<file path="src/rtl/nmcu_pkg.sv">
// -----------------------------------------------------------------------------
// nmcu_pkg
// Shared memory-port types for the NMCU.
//   mem_req_t  (98 bits): valid, write_en, len (burst beats, 0 means 1),
//                         addr (24-bit word address), wdata (64-bit)
//   mem_resp_t (66 bits): valid, err, rdata (64-bit)
// -----------------------------------------------------------------------------
package nmcu_pkg;

    typedef struct packed {
        logic        valid;
        logic        write_en;
        logic [7:0]  len;
        logic [23:0] addr;
        logic [63:0] wdata;
    } mem_req_t;

    typedef struct packed {
        logic        valid;
        logic        err;
        logic [63:0] rdata;
    } mem_resp_t;

endpackage

</file>
<file path="src/rtl/nmcu_mem_arbiter_if.sv">
// -----------------------------------------------------------------------------
// nmcu_mem_arbiter_if
// Bundles the requester-side and memory-side signals of nmcu_mem_arbiter.
//   req_i           per-requester request (NUM_REQ x mem_req_t)
//   req_ready_o     per-requester accept strobe
//   mem_req_o       granted request towards memory
//   mem_req_ready_i memory accepts mem_req_o
//   mem_resp_i      in-order read response from memory
//   resp_o          per-requester routed response
//   busy_o / err_o  status
// Modports: master = the arbiter itself, slave = requesters + memory model.
// -----------------------------------------------------------------------------
interface nmcu_mem_arbiter_if #(
    parameter int unsigned NUM_REQ = 3
);
    import nmcu_pkg::*;

    mem_req_t  [NUM_REQ-1:0] req_i;
    logic      [NUM_REQ-1:0] req_ready_o;
    mem_req_t                mem_req_o;
    logic                    mem_req_ready_i;
    mem_resp_t               mem_resp_i;
    mem_resp_t [NUM_REQ-1:0] resp_o;
    logic                    busy_o;
    logic                    err_o;

    modport master (
        input  req_i,
        input  mem_req_ready_i,
        input  mem_resp_i,
        output req_ready_o,
        output mem_req_o,
        output resp_o,
        output busy_o,
        output err_o
    );

    modport slave (
        output req_i,
        output mem_req_ready_i,
        output mem_resp_i,
        input  req_ready_o,
        input  mem_req_o,
        input  resp_o,
        input  busy_o,
        input  err_o
    );

endinterface

</file>
<file path="src/rtl/nmcu_mem_arbiter.sv">
// -----------------------------------------------------------------------------
// nmcu_mem_arbiter
// Shares one main-memory port between NUM_REQ requesters. Round-robin grant
// with burst locking (a requester keeps the port for `len` accepted beats),
// an ID FIFO of outstanding reads, and zero-latency routing of in-order read
// responses back to the issuing requester. No latency on the request path.
// Ports:
//   clk  rising-edge clock
//   rst  asynchronous active-high reset
//   bus  nmcu_mem_arbiter_if.master (requests, memory port, responses, status)
// -----------------------------------------------------------------------------
module nmcu_mem_arbiter
    import nmcu_pkg::*;
#(
    parameter int unsigned NUM_REQ         = 3,
    parameter int unsigned MAX_OUTSTANDING = 8
) (
    input  logic                clk,
    input  logic                rst,
    nmcu_mem_arbiter_if.master  bus
);

    localparam int unsigned ID_W  = (NUM_REQ > 1) ? $clog2(NUM_REQ) : 1;
    localparam int unsigned PTR_W = $clog2(MAX_OUTSTANDING);
    localparam logic [PTR_W:0] FIFO_FULL = MAX_OUTSTANDING[PTR_W:0];

    localparam logic [0:0] ST_IDLE   = 1'b0;
    localparam logic [0:0] ST_LOCKED = 1'b1;

    // Control state
    logic [0:0]      r_state;
    logic [ID_W-1:0] r_rr_ptr;
    logic [ID_W-1:0] r_lock_id;
    logic [7:0]      r_beat_cnt;
    logic            r_err;

    // Outstanding-read ID FIFO
    logic [ID_W-1:0] r_fifo [MAX_OUTSTANDING];
    logic [PTR_W-1:0] r_wr_ptr;
    logic [PTR_W-1:0] r_rd_ptr;
    logic [PTR_W:0]   r_count;

    logic [ID_W-1:0] w_grant;
    logic            w_gnt_found;
    int unsigned     w_idx;
    mem_req_t        w_gnt_req;
    logic [7:0]      w_eff_len;
    logic            w_fifo_full;
    logic            w_fifo_empty;
    logic            w_pop;
    logic            w_push;
    logic            w_unexp_resp;
    logic            w_mem_valid;
    logic            w_fire;
    mem_req_t        w_mem_req;
    logic [NUM_REQ-1:0] w_req_ready;
    mem_resp_t [NUM_REQ-1:0] w_resp;

    function automatic logic [ID_W-1:0] next_id(input logic [ID_W-1:0] id);
        return (id == ID_W'(NUM_REQ - 1)) ? '0 : id + 1'b1;
    endfunction

    // Grant selection: forced to the lock owner while a burst is in flight,
    // otherwise the first valid requester searching from r_rr_ptr.
    always_comb begin
        w_grant     = r_rr_ptr;
        w_gnt_found = 1'b0;
        w_idx       = 0;
        if (r_state == ST_LOCKED) begin
            w_grant     = r_lock_id;
            w_gnt_found = bus.req_i[r_lock_id].valid;
        end else begin
            for (int k = 0; k < int'(NUM_REQ); k++) begin
                w_idx = int'(r_rr_ptr) + k;
                if (w_idx >= NUM_REQ) begin
                    w_idx = w_idx - NUM_REQ;
                end
                if (!w_gnt_found && bus.req_i[ID_W'(w_idx)].valid) begin
                    w_gnt_found = 1'b1;
                    w_grant     = ID_W'(w_idx);
                end
            end
        end
    end

    assign w_gnt_req    = bus.req_i[w_grant];
    assign w_eff_len    = (w_gnt_req.len == 8'd0) ? 8'd1 : w_gnt_req.len;
    assign w_fifo_full  = (r_count == FIFO_FULL);
    assign w_fifo_empty = (r_count == '0);

    // Outputs are forced to zero while reset is held, regardless of inputs.
    assign w_pop        = !rst && bus.mem_resp_i.valid && !w_fifo_empty;
    assign w_unexp_resp = !rst && bus.mem_resp_i.valid && w_fifo_empty;

    // A read may not push into a full FIFO unless a response frees a slot
    // in the same cycle; writes are never held back.
    assign w_mem_valid = !rst && w_gnt_found &&
                         !(!w_gnt_req.write_en && w_fifo_full && !w_pop);
    assign w_fire      = w_mem_valid && bus.mem_req_ready_i;
    assign w_push      = w_fire && !w_gnt_req.write_en;

    always_comb begin
        w_mem_req = '0;
        if (!rst) begin
            w_mem_req       = w_gnt_req;
            w_mem_req.valid = w_mem_valid;
        end
    end

    always_comb begin
        w_req_ready = '0;
        if (w_fire) begin
            w_req_ready[w_grant] = 1'b1;
        end
    end

    always_comb begin
        w_resp = '0;
        for (int i = 0; i < int'(NUM_REQ); i++) begin
            if (w_pop && (r_fifo[r_rd_ptr] == ID_W'(i))) begin
                w_resp[i] = bus.mem_resp_i;
            end
        end
    end

    assign bus.mem_req_o   = w_mem_req;
    assign bus.req_ready_o = w_req_ready;
    assign bus.resp_o      = w_resp;
    assign bus.busy_o      = !rst && ((r_state == ST_LOCKED) || !w_fifo_empty);
    assign bus.err_o       = r_err;

    // Arbitration FSM and sticky error flag
    always_ff @(posedge clk or posedge rst) begin
        if (rst) begin
            r_state    <= ST_IDLE;
            r_rr_ptr   <= '0;
            r_lock_id  <= '0;
            r_beat_cnt <= '0;
            r_err      <= 1'b0;
        end else begin
            if (w_fire) begin
                if (r_state == ST_IDLE) begin
                    if (w_eff_len > 8'd1) begin
                        r_state    <= ST_LOCKED;
                        r_lock_id  <= w_grant;
                        r_beat_cnt <= w_eff_len - 8'd1;
                    end else begin
                        r_rr_ptr <= next_id(w_grant);
                    end
                end else begin
                    r_beat_cnt <= r_beat_cnt - 8'd1;
                    if (r_beat_cnt == 8'd1) begin
                        r_state  <= ST_IDLE;
                        r_rr_ptr <= next_id(r_lock_id);
                    end
                end
            end
            if (w_unexp_resp) begin
                r_err <= 1'b1;
            end
        end
    end

    // ID FIFO; pointers wrap naturally since depth is a power of two.
    always_ff @(posedge clk or posedge rst) begin
        if (rst) begin
            r_wr_ptr <= '0;
            r_rd_ptr <= '0;
            r_count  <= '0;
            for (int i = 0; i < int'(MAX_OUTSTANDING); i++) begin
                r_fifo[i] <= '0;
            end
        end else begin
            if (w_push) begin
                r_fifo[r_wr_ptr] <= w_grant;
                r_wr_ptr         <= r_wr_ptr + 1'b1;
            end
            if (w_pop) begin
                r_rd_ptr <= r_rd_ptr + 1'b1;
            end
            if (w_push && !w_pop) begin
                r_count <= r_count + 1'b1;
            end else if (w_pop && !w_push) begin
                r_count <= r_count - 1'b1;
            end
        end
    end

endmodule

</file>
<file path="src/flat_wrapper.sv">
// flat-port wrapper written by rule: the top's interface ports become plain ports
module nmcu_mem_arbiter_flat import nmcu_pkg::*;
#(
    parameter int unsigned NUM_REQ         = 3,
    parameter int unsigned MAX_OUTSTANDING = 8
)
  (clk, rst, bus_req_i, bus_mem_req_ready_i, bus_mem_resp_i, bus_req_ready_o, bus_mem_req_o, bus_resp_o, bus_busy_o, bus_err_o);
  nmcu_mem_arbiter_if #(.NUM_REQ(NUM_REQ)) bus_i ();
  input  logic clk;
  input  logic rst;
  input wire logic [$bits(bus_i.req_i)-1:0] bus_req_i;
  input wire logic [$bits(bus_i.mem_req_ready_i)-1:0] bus_mem_req_ready_i;
  input wire logic [$bits(bus_i.mem_resp_i)-1:0] bus_mem_resp_i;
  output wire logic [$bits(bus_i.req_ready_o)-1:0] bus_req_ready_o;
  output wire logic [$bits(bus_i.mem_req_o)-1:0] bus_mem_req_o;
  output wire logic [$bits(bus_i.resp_o)-1:0] bus_resp_o;
  output wire logic [$bits(bus_i.busy_o)-1:0] bus_busy_o;
  output wire logic [$bits(bus_i.err_o)-1:0] bus_err_o;
  assign bus_i.req_i = bus_req_i;
  assign bus_i.mem_req_ready_i = bus_mem_req_ready_i;
  assign bus_i.mem_resp_i = bus_mem_resp_i;
  assign bus_req_ready_o = bus_i.req_ready_o;
  assign bus_mem_req_o = bus_i.mem_req_o;
  assign bus_resp_o = bus_i.resp_o;
  assign bus_busy_o = bus_i.busy_o;
  assign bus_err_o = bus_i.err_o;
  nmcu_mem_arbiter #(.NUM_REQ(NUM_REQ), .MAX_OUTSTANDING(MAX_OUTSTANDING)) u_core (.clk(clk), .rst(rst), .bus(bus_i));
endmodule
</file>
<file path="config.mk">
export PLATFORM = sky130hd
export DESIGN_NAME = nmcu_mem_arbiter_flat
export DESIGN_NICKNAME = d
export VERILOG_FILES = /design/src/rtl/nmcu_pkg.sv /design/src/rtl/nmcu_mem_arbiter_if.sv /design/src/rtl/nmcu_mem_arbiter.sv /design/src/flat_wrapper.sv
export SDC_FILE = /design/constraint.sdc
export NUM_CORES = 1
export LEC_CHECK = 0
export BUFFER_PORTS_ARGS = -buffer_cell sky130_fd_sc_hd__buf_2
export CORE_AREA = 8 8 255 257
export DETAILED_ROUTE_END_ITERATION = 12
export DIE_AREA = 0 0 263 265
export GPL_ROUTABILITY_DRIVEN = 0
export GPL_TIMING_DRIVEN = 0
export SLEW_MARGIN = 10
export SYNTH_ARGS = -nofsm -noshare
export SYNTH_HDL_FRONTEND = slang
export SYNTH_SLANG_ARGS = --single-unit
export TNS_END_PERCENT = 50
</file>
<file path="constraint.sdc">
create_clock -name clk -period 6.7 [get_ports clk]
set_input_delay 0 -clock clk [delete_from_list [all_inputs] [get_ports clk]]
set_output_delay 0 -clock clk [all_outputs]
set_load 0.02 [all_outputs]
</file>
==> results of run 1 <==
-- cells by family after synthesis --
group,after synthesis,synth area share [%]
fa+ha+maj,14,2.77
flops,40,15.2
buf+inv,93,5.94
simple gates,503,39.4
xor+xnor,11,1.46
mux,127,20.7
compound gates,152,14.6
-- per-stage QoR --
step           hold slack (ps)  power, mW
6_report                  84.1       5.05
5_1_grt                    157       5.45
4_1_cts                    130       5.09
3_5_place_dp               344       4.79
3_3_place_gp               339       4.79
2_1_floorplan              183       3.32
-- routing by layer --
layer,share of wire (%),GRT usage (%),up-vias
li1,-,-,4519
met1,37,14.7,4363
met2,52,27.0,629
met3,8.1,3.91,95
met4,2.5,3.23,10
met5,0.11,0,-
-- path summary, 6_finish.rpt --
check                                      endpoint  slack, ps  cells past startpoint
worst max-delay path            u_core.r_lock_id[0]       1600                     19
worst min-delay path               u_core.r_fifo[5]         80                      2
worst max register to register  u_core.r_lock_id[0]       1600                     19
worst min register to register     u_core.bus.err_o        460                      1
max in group asynchronous         u_core.r_fifo[11]       6150                      3
min in group clk                   u_core.bus.err_o        120                      3
-- area by class of cell --
class | count | share of cell area, %
multi-input cells | 807 | 46.9
repair buffers | 663 | 30.1
flip-flops and latches | 40 | 9.03
well taps | 790 | 8.91
plain buffers | 80 | 3.09
clock buffers | 5 | 1.13
inverters | 13 | 0.440
clock inverters | 3 | 0.429
-- power groups by stage --
stage	Combinational [mW]	Clock (mW)	Sequential, mW
2_1_floorplan	2.90	0	0.418
3_3_place_gp	4.35	0	0.438
3_5_place_dp	4.35	0	0.442
4_1_cts	4.37	0.279	0.438
5_1_grt	4.70	0.292	0.457
6_report	4.34	0.274	0.437
-- state kept, by name, indices dropped and copies added, names as in the netlist --
signal and cells:
u_core.r_fifo 16, u_core.r_beat_cnt 8, u_core.r_count 4, u_core.r_rd_ptr 3, u_core.r_wr_ptr 3, u_core.r_lock_id 2, u_core.r_rr_ptr 2, u_core.bus.err_o 1
u_core.r_state 1
-- synthesized netlist by cell type (all sizes together) (13+ instances only) --
cell type and n:
a21oi 97, and2 200, buf 30, clkbuf 50, dfrtp 40, ha 13, inv 13, mux2 24
mux2i 99, nand2 26, nand3 14, nor2 209, nor3 14, o21ai 14
==> results.sh, run 1 <==
export IMPL_endpoint_kind="register"
export IMPL_htree_levels=2
export IMPL_fin_crit_ps=5100
export IMPL_dp_wirelength_um=47400
export IMPL_max_clock_freq_mhz=196
export IMPL_timing_final_max_slew_violations=0
export IMPL_finish_instance_area_mm2=0.0111
export IMPL_cp_required_ps=6860
export IMPL_grt_pass1_wl_um=71600
export IMPL_syn_area_per_cell_um2=7.01
export IMPL_dr_first_iter_drc_count=656
export IMPL_worst_setup_path_startpoint="u_core.r_rr_ptr[1]"
export IMPL_multi_input_area_mm2=0.00520
export IMPL_clkSinkCount=40
export IMPL_library_cell_appearing_most_often_on_the_critical_path="sky130_fd_sc_hd__nor2_1"
export IMPL_grt_start_max_net_pins=31
export IMPL_antenna_found_initial=33
export IMPL_synth_cell_types=70
export IMPL_most_common_layout_cells="sky130_fd_sc_hd__buf_2, sky130_fd_sc_hd__nor2_1, sky130_fd_sc_hd__and2_1"
export IMPL_setup_total_negative_slack_ps=0
export IMPL_power_switching_mw=3.00
export IMPL_boundaryPins=664
export IMPL_layout_area_overhead_vs_synth_pct=68.3
export IMPL_instances_no_fill=2401
export IMPL_power_static_leakage_nw=6.23
export IMPL_port_buffer_count=662
export IMPL_library_cell_occupying_the_most_area_in_the_post_synthesis_netlist="sky130_fd_sc_hd__and2_1"
export IMPL_ys_ff_latch=40
export IMPL_route_detailed_vias_per_inst=4.00
export IMPL_gr_total_overflow=0
export IMPL_min_delay_path_class="input port to asynchronous set/reset pin"
export IMPL_starting_utilization_of_the_core_area_pct=10.8
export IMPL_detail_route_antenna_nets=0
export IMPL_drive_gt1_share_pct=45.1
export IMPL_grt_util_all_layers_pct=13.9
export IMPL_fill_cells=7059
export IMPL_dieHeight_um=265
export IMPL_placement_setup_worst_slack_ps=1510
export IMPL_mappedNetlistNets=1317
export IMPL_synth_largest_type_area_fraction_pct=18.9
export IMPL_finalNetCount=1987
export IMPL_final_critical_path_setup_slack_ps=1600
export IMPL_antenna_diode_count=0
export IMPL_core_region_area_mm2=0.0610
export IMPL_rsz0062_at_grt="no"
export IMPL_maximum_vdd_ir_drop_v=0.000315
export IMPL_cts_repair_resized=0
export IMPL_yosysWarningCount=0
export IMPL_switching_share_pct=59.4
export IMPL_setup_worst_path_start_class="register"
export IMPL_number_of_buffers_added_by_the_clock_tree_synthesis_step=5
export IMPL_path_max_fanout=10
export IMPL_timing_critical_path_slowest_cell_delay_ps=600
export IMPL_sequentialPowerShare_pct=8.7
export IMPL_drtPass1Iterations=5
export IMPL_timing_final_crit_share_pct=76.1
export IMPL_seq_area_frac_synth_pct=15.2
export IMPL_worst_path_buf_inv=3
export IMPL_cellPowerDensity_mw_per_mm2=455
export IMPL_dr_total_vias=9616
export IMPL_core_rows=91
export IMPL_placed_cell_area_mm2=0.0109
export IMPL_max_slew_margin_pct=40.0
export IMPL_clk_root_buffer_cell="sky130_fd_sc_hd__clkbuf_16"
export IMPL_combPwrFrac_pct=85.9
export IMPL_timing_critical_path_cells="inv_1 > ha_1 > mux2i_1 > o21ai_1 > or4_1 > a31o_2 > nor2_1 > clkbuf_1 > a21oi_1 > nand3_1 > nand2_1 > inv_1 > ha_1 > nor2_1 > nor2_1 > nor4bb_2 > nand2b_4 > nor2_1 > mux2_1"
export IMPL_outcome="finished, final reports clean"
export IMPL_synth_cells=940
export IMPL_path_class="register to register"
export IMPL_holdBufCountCts=0
export IMPL_final_seq_area_mm2=0.00100
export IMPL_wl_per_cell_um=21.7
export IMPL_netlist_top_cells_area="sky130_fd_sc_hd__and2_1, sky130_fd_sc_hd__dfrtp_1, sky130_fd_sc_hd__mux2i_1, sky130_fd_sc_hd__nor2_1, sky130_fd_sc_hd__a21oi_1"
export IMPL_cell_internal_pwr_mw=2.05
export IMPL_timing_rr_start="u_core.r_rr_ptr[1]"
export IMPL_tritoncts="done"
export IMPL_clock_power_share_pct=5.4
export IMPL_dpl_cell_count=2393
export IMPL_worst_slew_pin_slew_ps=899
export IMPL_clockBufferDepth=2
export IMPL_clkLatencyLatePin_ps=280
export IMPL_number_of_failing_hold_endpoints_at_the_final_stage=0
export IMPL_route_detailed_drc=0
export IMPL_crit_slowest_cell="sky130_fd_sc_hd__clkbuf_1"
export IMPL_drt_wl_total_um=52000
export IMPL_cts_reportedPaths_clkPinSlew_ps=60
export IMPL_crit_arrival_ps=5260
export IMPL_die_area_mm2=0.0697
export IMPL_layout_commonest_cell="sky130_fd_sc_hd__buf_2"
export IMPL_dominantRegCellSynth="sky130_fd_sc_hd__dfrtp_1"
export IMPL_path_delay_family="simple AND/OR/NAND/NOR gates"
export IMPL_maxCapViolCount=0
export IMPL_synth_edf_count=0
export IMPL_mappedNetlistArea_mm2=0.00659
export IMPL_post_cts_repair_setup_buffers=0
export IMPL_clock_skew_ps=6.69
export IMPL_die_width_um=263
export IMPL_grt_pass1_vias=9794
export IMPL_synthArstFlopShare_pct=100
export IMPL_count_of_final_setup_violators=0
export IMPL_utilization_pct=18.2
No activity file was read; power rests on OpenSTA's default activity.
==> inputs of run 2 (changes only) <==
--- a/config.mk
+++ b/config.mk
@@ -5,10 +5,11 @@
 export SDC_FILE = /design/constraint.sdc
 export NUM_CORES = 1
 export LEC_CHECK = 0
+export ABC_AREA = 1
 export BUFFER_PORTS_ARGS = -buffer_cell sky130_fd_sc_hd__buf_2
-export CORE_AREA = 8 8 255 257
+export CORE_AREA = 8 8 250 252
 export DETAILED_ROUTE_END_ITERATION = 12
-export DIE_AREA = 0 0 263 265
+export DIE_AREA = 0 0 258 260
 export GPL_ROUTABILITY_DRIVEN = 0
 export GPL_TIMING_DRIVEN = 0
 export SLEW_MARGIN = 10
==> constraint.sdc (replaced) <==
create_clock -name clk -period 4.4 [get_ports clk]
set_input_delay 0 -clock clk [delete_from_list [all_inputs] [get_ports clk]]
set_output_delay 0 -clock clk [all_outputs]
set_load 0.02 [all_outputs]
==> run 2 against run 1 <==
- critical path depth up 12
- sequential share of layout area up 0.46 points
- non-clock buffer count fell by 10
- clock skew down 1.5 ps
- via count increased by 6.4%
- fmax increased by 23%
- register-to-register slack worse by 1300 ps
==> results.sh, run 2 <==
export IMPL_clkSinkCount=40
export IMPL_count_of_final_setup_violators=0
export IMPL_antenna_found_initial=24
export IMPL_endpoint_kind="register"
export IMPL_reg2reg_setup_slack_ps=260
export IMPL_min_delay_path_class="input port to register"
export IMPL_cp_required_ps=4570
export IMPL_grt_pass1_wl_um=61900
export IMPL_mappedNetlistArea_mm2=0.00600
export IMPL_grt_start_max_net_pins=31
export IMPL_worst_slew_pin_slew_ps=826
export IMPL_final_seq_area_mm2=0.00100
export IMPL_worst_hold_slack_ps=41.7
export IMPL_dr_first_iter_drc_count=765
export IMPL_dp_wirelength_um=39100
export IMPL_synth_cell_types=40
export IMPL_outcome="finished, final reports clean"
export IMPL_clkLatencyLatePin_ps=290
export IMPL_synth_most_common_cell="sky130_fd_sc_hd__nand2_1"
export IMPL_route_detailed_vias_per_inst=3.93
export IMPL_dieHeight_um=260
export IMPL_cellPowerDensity_mw_per_mm2=673
export IMPL_max_flop_register="u_core.r_fifo"
export IMPL_drt_wl_total_um=44300
export IMPL_tritoncts="done"
export IMPL_grt_util_all_layers_pct=12.0
export IMPL_cts_reportedPaths_clkPinSlew_ps=60
export IMPL_regToRegEndpoint="u_core.r_count[3]"
export IMPL_port_buffer_count=662
export IMPL_clk_root_buffer_cell="sky130_fd_sc_hd__clkbuf_16"
export IMPL_top_layer_used="met4"
export IMPL_fin_crit_ps=4140
export IMPL_placed_cell_area_mm2=0.0103
export IMPL_library_cell_appearing_most_often_on_the_critical_path="sky130_fd_sc_hd__nand2_2"
export IMPL_largest_register_ff_count=16
export IMPL_synthArstFlopShare_pct=100
export IMPL_worst_hold_path_endpoint="u_core.bus.err_o"
export IMPL_core_region_area_mm2=0.0585
export IMPL_mappedNetlistNets=1530
export IMPL_worst_setup_path_startpoint="u_core.r_rr_ptr[1]"
export IMPL_crit_arrival_ps=4310
export IMPL_instances_no_fill=2601
export IMPL_path_max_fanout=10
export IMPL_setup_worst_path_start_class="register"
export IMPL_crit_slowest_cell="sky130_fd_sc_hd__dfrtp_1"
export IMPL_library_cell_occupying_the_most_area_in_the_post_synthesis_netlist="sky130_fd_sc_hd__nand2_1"
export IMPL_synth_largest_type_area_fraction_pct=25.3
export IMPL_maximum_vdd_ir_drop_v=0.000402
export IMPL_number_of_failing_hold_endpoints_at_the_final_stage=0
export IMPL_power_static_leakage_nw=6.19
export IMPL_gr_total_overflow=0
export IMPL_clock_skew_ps=5.17
export IMPL_finalNetCount=2202
export IMPL_boundaryPins=664
export IMPL_wl_met3_um=4370
export IMPL_post_synth_most_frequent_cells="sky130_fd_sc_hd__nand2_1, sky130_fd_sc_hd__nor2_1, sky130_fd_sc_hd__inv_1"
export IMPL_max_clock_freq_mhz=242
export IMPL_drtPass1Iterations=6
export IMPL_path_class="register to register"
export IMPL_clockBufferDepth=2
export IMPL_netlist_top_cells_area="sky130_fd_sc_hd__nand2_1, sky130_fd_sc_hd__dfrtp_1, sky130_fd_sc_hd__nor2_1, sky130_fd_sc_hd__a31oi_1, sky130_fd_sc_hd__inv_1"
export IMPL_ys_ff_latch=40
export IMPL_multi_input_area_mm2=0.00429
export IMPL_detail_route_antenna_nets=0
export IMPL_syn_area_per_cell_um2=5.21
export IMPL_timing_critical_path_slowest_cell_delay_ps=410
export IMPL_die_width_um=258
export IMPL_synth_edf_count=0
export IMPL_dominantRegCellSynth="sky130_fd_sc_hd__dfrtp_1"
export IMPL_starting_utilization_of_the_core_area_pct=10.3
export IMPL_htree_levels=2
export IMPL_finish_instance_area_mm2=0.0106
export IMPL_wl_met1_um=16400
export IMPL_core_rows=89
export IMPL_worst_hold_startpoint="bus_mem_resp_i[65]"
export IMPL_die_area_mm2=0.0671
export IMPL_route_detailed_drc=0
export IMPL_holdBufCountCts=0
export IMPL_dpl_cell_count=2589
export IMPL_worstRegToRegCells=31
export IMPL_timing_rr_start="u_core.r_rr_ptr[1]"
export IMPL_layout_area_overhead_vs_synth_pct=75.9
export IMPL_rsz0062_at_grt="no"
export IMPL_wl_per_cell_um=17.0
export IMPL_number_of_buffers_added_by_the_clock_tree_synthesis_step=5
export IMPL_hold_path_cell_count=3
export IMPL_dr_total_vias=10200
export IMPL_yosysWarningCount=0
export IMPL_fill_cells=6900
export IMPL_timing_final_crit_share_pct=94.0
export IMPL_synth_cells=1153
export IMPL_timing_final_max_slew_violations=0
export IMPL_drive_gt1_share_pct=41.1
export IMPL_grt_pass1_vias=9876
export IMPL_max_slew_margin_pct=44.9
export IMPL_route_met2_wl_um=22100
export IMPL_layout_top_registers="u_core.r_fifo (16), u_core.r_beat_cnt (8), u_core.r_count (4)"
export IMPL_seq_area_frac_synth_pct=16.7
export IMPL_layout_commonest_cell="sky130_fd_sc_hd__buf_2"
export IMPL_maxCapViolCount=0
export IMPL_most_common_layout_cells="sky130_fd_sc_hd__buf_2, sky130_fd_sc_hd__nand2_1, sky130_fd_sc_hd__nor2_1"
run 2: logic make-up (layout without fill, tap and decap cells):
kind of cell / after synthesis / count (layout) / share of synthesized area [%]
XOR/XNOR: 9 / 9 / 1.31
AO/OA/AOI/OAI: 141 / 141 / 14.6
flip-flops: 40 / 40 / 16.7
buffers and inverters: 200 / 873 / 13.2
multiplexers: 1 / 1 / 0.188
other: 0 / 2 / 0
adder cells (fa/ha/maj): 14 / 14 / 3.04
AND/OR/NAND/NOR: 748 / 748 / 50.9
run 2: metal layers:
| layer | track usage, % | up-vias |
|---|---|---|
| li1 | - | 4939 |
| met1 | 13.2 | 4546 |
| met2 | 22.3 | 656 |
| met3 | 3.59 | 87 |
| met4 | 2.94 | 0 |
| met5 | 0 | - |
run 2: worst max-delay path by stage:
stage / to / slack [ps]
finish: u_core.r_count[3] / 260
global route: u_core.r_count[3] / 10
CTS: u_core.r_count[3] / 20
detailed placement: u_core.r_count[3] / -150
global placement: u_core.r_count[3] / -130
floorplan: u_core.r_count[3] / 820
run 2: layout make-up:
| class | count | share of cell area (%) |
|---|---|---|
| clock inverters | 2 | 0.142 |
| flip-flops and latches | 40 | 9.48 |
| well taps | 773 | 9.16 |
| repair buffers | 665 | 31.7 |
| plain buffers | 68 | 2.79 |
| clock buffers | 6 | 1.32 |
| diodes | 2 | 0.0474 |
| inverters | 132 | 4.74 |
| multi-input cells | 913 | 40.6 |
run 2: power by group:
part / switching, mW / internal (mW) / total, mW
clock network: 0.157 / 0.226 / 0.383
registers: 0.133 / 0.526 / 0.659
logic: 4.28 / 1.78 / 6.06
run 2: repair_timing:
action,4_1_cts,5_1_grt
setup endpoints to repair,1,14
resized for setup,1,16
pin swaps,0,1
setup buffers,0,2
run 2: through the flow:
stage	total power, mW	setup slack, ps	TNS [ps]	utilization (%)
floorplan	4.43	819	0	-
global placement	6.61	-128	-128	17.6
detailed placement	6.61	-148	-148	17.6
CTS	7.03	21.8	0	17.9
global route	7.69	11.7	0	18.1
finish	7.10	262	0	18.1
run 2: worst max-delay path: cells and delay by family, from the launching register on:
kind	cells	cell delay, ps
flops	1	410
simple gates	17	1550
xor+xnor	1	140
fa+ha+maj	3	660
compound gates	4	470
buf+inv	6	760
==> inputs of run 3 (changes only) <==
--- a/config.mk
+++ b/config.mk
@@ -5,11 +5,10 @@
 export SDC_FILE = /design/constraint.sdc
 export NUM_CORES = 1
 export LEC_CHECK = 0
-export ABC_AREA = 1
 export BUFFER_PORTS_ARGS = -buffer_cell sky130_fd_sc_hd__buf_2
-export CORE_AREA = 8 8 250 252
+export CORE_AREA = 8 8 254 256
 export DETAILED_ROUTE_END_ITERATION = 12
-export DIE_AREA = 0 0 258 260
+export DIE_AREA = 0 0 262 264
 export GPL_ROUTABILITY_DRIVEN = 0
 export GPL_TIMING_DRIVEN = 0
 export SLEW_MARGIN = 10
==> run 3 against run 2 <==
- setup slack got worse by 150 ps
- combinational power increased by 19%
- hold slack gained 4.6 ps
- largest power group unchanged
- sequential cell count unchanged
- utilization up 0.89 points
- largest cell class unchanged
- fmax is 3.5% lower
- final cell count shrank 6.8%
- sequential share of layout area fell by 0.78 points
- clock power up 12%
- sequential power up 2%
==> results.sh, run 3 (same netlist as run 1, synthesis figures left out) <==
export IMPL_dieHeight_um=264
export IMPL_drive_gt1_share_pct=47.6
export IMPL_crit_slowest_cell="sky130_fd_sc_hd__or4_4"
export IMPL_power_static_leakage_nw=6.37
export IMPL_instances_no_fill=2424
export IMPL_max_slew_margin_pct=44.1
export IMPL_cellPowerDensity_mw_per_mm2=721
export IMPL_met2_usage_pct=26.2
export IMPL_drtPass1Iterations=5
export IMPL_largest_register_ff_count=16
export IMPL_cts_reportedPaths_clkPinSlew_ps=60
export IMPL_outcome="finished, final reports clean"
export IMPL_grt_pass1_wl_um=69300
export IMPL_setup_worst_path_start_class="register"
export IMPL_wl_per_cell_um=21.2
export IMPL_power_switching_mw=4.79
export IMPL_combPwrFrac_pct=86.8
export IMPL_port_buffer_count=662
export IMPL_rsz0062_at_grt="yes"
export IMPL_min_delay_path_class="input port to asynchronous set/reset pin"
export IMPL_boundaryPins=664
export IMPL_drt_wl_total_um=51400
export IMPL_library_cell_appearing_most_often_on_the_critical_path="sky130_fd_sc_hd__nor2_2"
export IMPL_layout_top_registers="u_core.r_fifo (16), u_core.r_beat_cnt (8), u_core.r_count (4)"
export IMPL_fill_cells=6920
export IMPL_worst_hold_slack_ps=46.3
export IMPL_path_max_fanout=5
export IMPL_timing_final_crit_share_pct=97.4
export IMPL_gr_usage_met3_pct=3.73
export IMPL_route_detailed_vias_per_inst=4.03
export IMPL_die_width_um=262
export IMPL_sequentialPowerShare_pct=8.1
export IMPL_crit_arrival_ps=4430
export IMPL_count_of_final_setup_violators=0
export IMPL_worstRegToRegCells=20
export IMPL_cp_required_ps=4540
export IMPL_maximum_vdd_ir_drop_v=0.000346
export IMPL_max_clock_freq_mhz=233
export IMPL_timing_critical_path_slowest_cell_delay_ps=610
export IMPL_switching_share_pct=57.6
export IMPL_layout_commonest_cell="sky130_fd_sc_hd__buf_2"
export IMPL_dpl_cell_count=2393
export IMPL_most_common_layout_cells="sky130_fd_sc_hd__buf_2, sky130_fd_sc_hd__nor2_1, sky130_fd_sc_hd__and2_1"
export IMPL_antenna_found_initial=37
export IMPL_path_class="register to register"
export IMPL_finalNetCount=2005
export IMPL_core_rows=91
export IMPL_holdBufCountCts=0
export IMPL_die_area_mm2=0.0692
export IMPL_worst_slew_pin_slew_ps=839
export IMPL_multi_input_area_mm2=0.00541
export IMPL_setup_total_negative_slack_ps=0
export IMPL_cell_internal_pwr_mw=3.52
export IMPL_clock_power_share_pct=5.2
export IMPL_endpoint_kind="register"
export IMPL_starting_utilization_of_the_core_area_pct=10.8
export IMPL_max_flop_register="u_core.r_fifo"
export IMPL_dp_wirelength_um=45900
export IMPL_grt_start_max_net_pins=35
export IMPL_maxCapViolCount=0
export IMPL_cp_num_cells=20
export IMPL_gr_total_overflow=0
export IMPL_path_delay_family="simple AND/OR/NAND/NOR gates"
export IMPL_clkSinkCount=40
export IMPL_core_region_area_mm2=0.0608
export IMPL_worst_path_buf_inv=3
export IMPL_tritoncts="done"
export IMPL_clkLatencyLatePin_ps=290
export IMPL_final_seq_area_mm2=0.00100
export IMPL_dr_total_vias=9766
export IMPL_fin_crit_ps=4290
export IMPL_clk_root_buffer_cell="sky130_fd_sc_hd__clkbuf_16"
export IMPL_dr_first_iter_drc_count=563
export IMPL_detail_route_antenna_nets=0
export IMPL_grt_pass1_vias=9755
export IMPL_clock_skew_ps=3.56
export IMPL_grt_util_all_layers_pct=13.6
export IMPL_layout_area_overhead_vs_synth_pct=74.8
export IMPL_clockBufferDepth=2
export IMPL_globalRoute_busiestLayer="met2"
export IMPL_timing_final_max_slew_violations=0
export IMPL_number_of_buffers_added_by_the_clock_tree_synthesis_step=5
export IMPL_htree_levels=2
export IMPL_use_met1_pct=14.3
export IMPL_timing_critical_path_cells="buf_4 > ha_1 > nand3b_1 > o21a_1 > or4_4 > a31o_4 > buf_12 > nor3_4 > o32ai_4 > nor2_2 > nand3_2 > nand2_2 > inv_2 > ha_4 > nor2_2 > nor2_1 > nor4bb_4 > nand2b_4 > nor4b_1 > a221oi_2"
export IMPL_route_detailed_drc=0
export IMPL_number_of_failing_hold_endpoints_at_the_final_stage=0
[run 3: cell count changes in the layout (fill, tap and decap cells not counted), moves of 17 or more]
cell	before	now
sky130_fd_sc_hd__a21oi_1	9	95
sky130_fd_sc_hd__a31oi_1	90	1
sky130_fd_sc_hd__and2_1	0	199
sky130_fd_sc_hd__buf_4	2	19
sky130_fd_sc_hd__inv_1	119	8
sky130_fd_sc_hd__mux2i_1	0	96
sky130_fd_sc_hd__nand2_1	402	25
sky130_fd_sc_hd__nand3_1	32	13
sky130_fd_sc_hd__nor2_1	254	204
[run 3: stage by stage]
stage	setup slack (ps)	util [%]	power, mW	cell area (um^2)
floorplan	125	-	5.06	6590
global placement	-774	17.9	7.25	10900
detailed placement	-889	17.9	7.26	10900
CTS	-1.04	18.5	7.89	11200
global route	-11.7	18.9	8.90	11500
finish	113	18.9	8.31	11500
[run 3: final timing paths]
path / startpoint / end / slack [ps]
hold reg to reg: u_core.bus.err_o / u_core.bus.err_o / 460
min in group clk: bus_mem_resp_i[65] / u_core.bus.err_o / 110
setup / recovery: u_core.r_rr_ptr[1] / u_core.r_beat_cnt[5] / 110
hold / removal: rst / u_core.r_lock_id[1] / 50
max in group asynchronous: rst / u_core.r_beat_cnt[5] / 3890
setup reg to reg: u_core.r_rr_ptr[1] / u_core.r_beat_cnt[5] / 110
[run 3: power groups by stage]
| stage | Clock, mW | Combinational, mW | Sequential (mW) |
|---|---|---|---|
| global route | 0.456 | 7.75 | 0.695 |
| detailed placement | 0 | 6.59 | 0.673 |
| finish | 0.429 | 7.21 | 0.670 |
| CTS | 0.434 | 6.79 | 0.666 |
| floorplan | 0 | 4.42 | 0.636 |
| global placement | 0 | 6.58 | 0.667 |
[run 3: final cells by class]
type / instances / area share [%]
Multi-Input combinational cell: 807 / 47.0
Timing Repair Buffer: 684 / 30.6
Sequential cell: 40 / 8.70
Tap cell: 790 / 8.58
Buffer: 77 / 3.17
Clock buffer: 5 / 1.09
Inverter: 13 / 0.424
Clock inverter: 3 / 0.402
Antenna cell: 5 / 0.109
[run 3: per-layer routing]
layer	up-vias	wire length (um)
met3	98	4980
met4	14	1410
met5	-	93
met2	644	26400
li1	4561	-
met1	4449	18500
[run 3: worst reg2reg max path: stages, from the launching register on]
cell and delay (ps):
sky130_fd_sc_hd__dfrtp_2 450, sky130_fd_sc_hd__buf_4 160, sky130_fd_sc_hd__ha_1 180, sky130_fd_sc_hd__nand3b_1 190, sky130_fd_sc_hd__o21a_1 150, sky130_fd_sc_hd__or4_4 610
sky130_fd_sc_hd__a31o_4 280, sky130_fd_sc_hd__buf_12 150, sky130_fd_sc_hd__nor3_4 190, sky130_fd_sc_hd__o32ai_4 120, sky130_fd_sc_hd__nor2_2 150, sky130_fd_sc_hd__nand3_2 80
sky130_fd_sc_hd__nand2_2 100, sky130_fd_sc_hd__inv_2 50, sky130_fd_sc_hd__ha_4 170, sky130_fd_sc_hd__nor2_2 100, sky130_fd_sc_hd__nor2_1 60, sky130_fd_sc_hd__nor4bb_4 200
sky130_fd_sc_hd__nand2b_4 180, sky130_fd_sc_hd__nor4b_1 510, sky130_fd_sc_hd__a221oi_2 60
[run 3: what timing repair did]
action | in CTS | in global routing
endpoints found under the setup margin | 68 | 25
pin swaps | 5 | 12
gates cloned | 0 | 1
resized for setup | 26 | 33
hold endpoints to repair | 0 | 0
setup buffers | 7 | 13
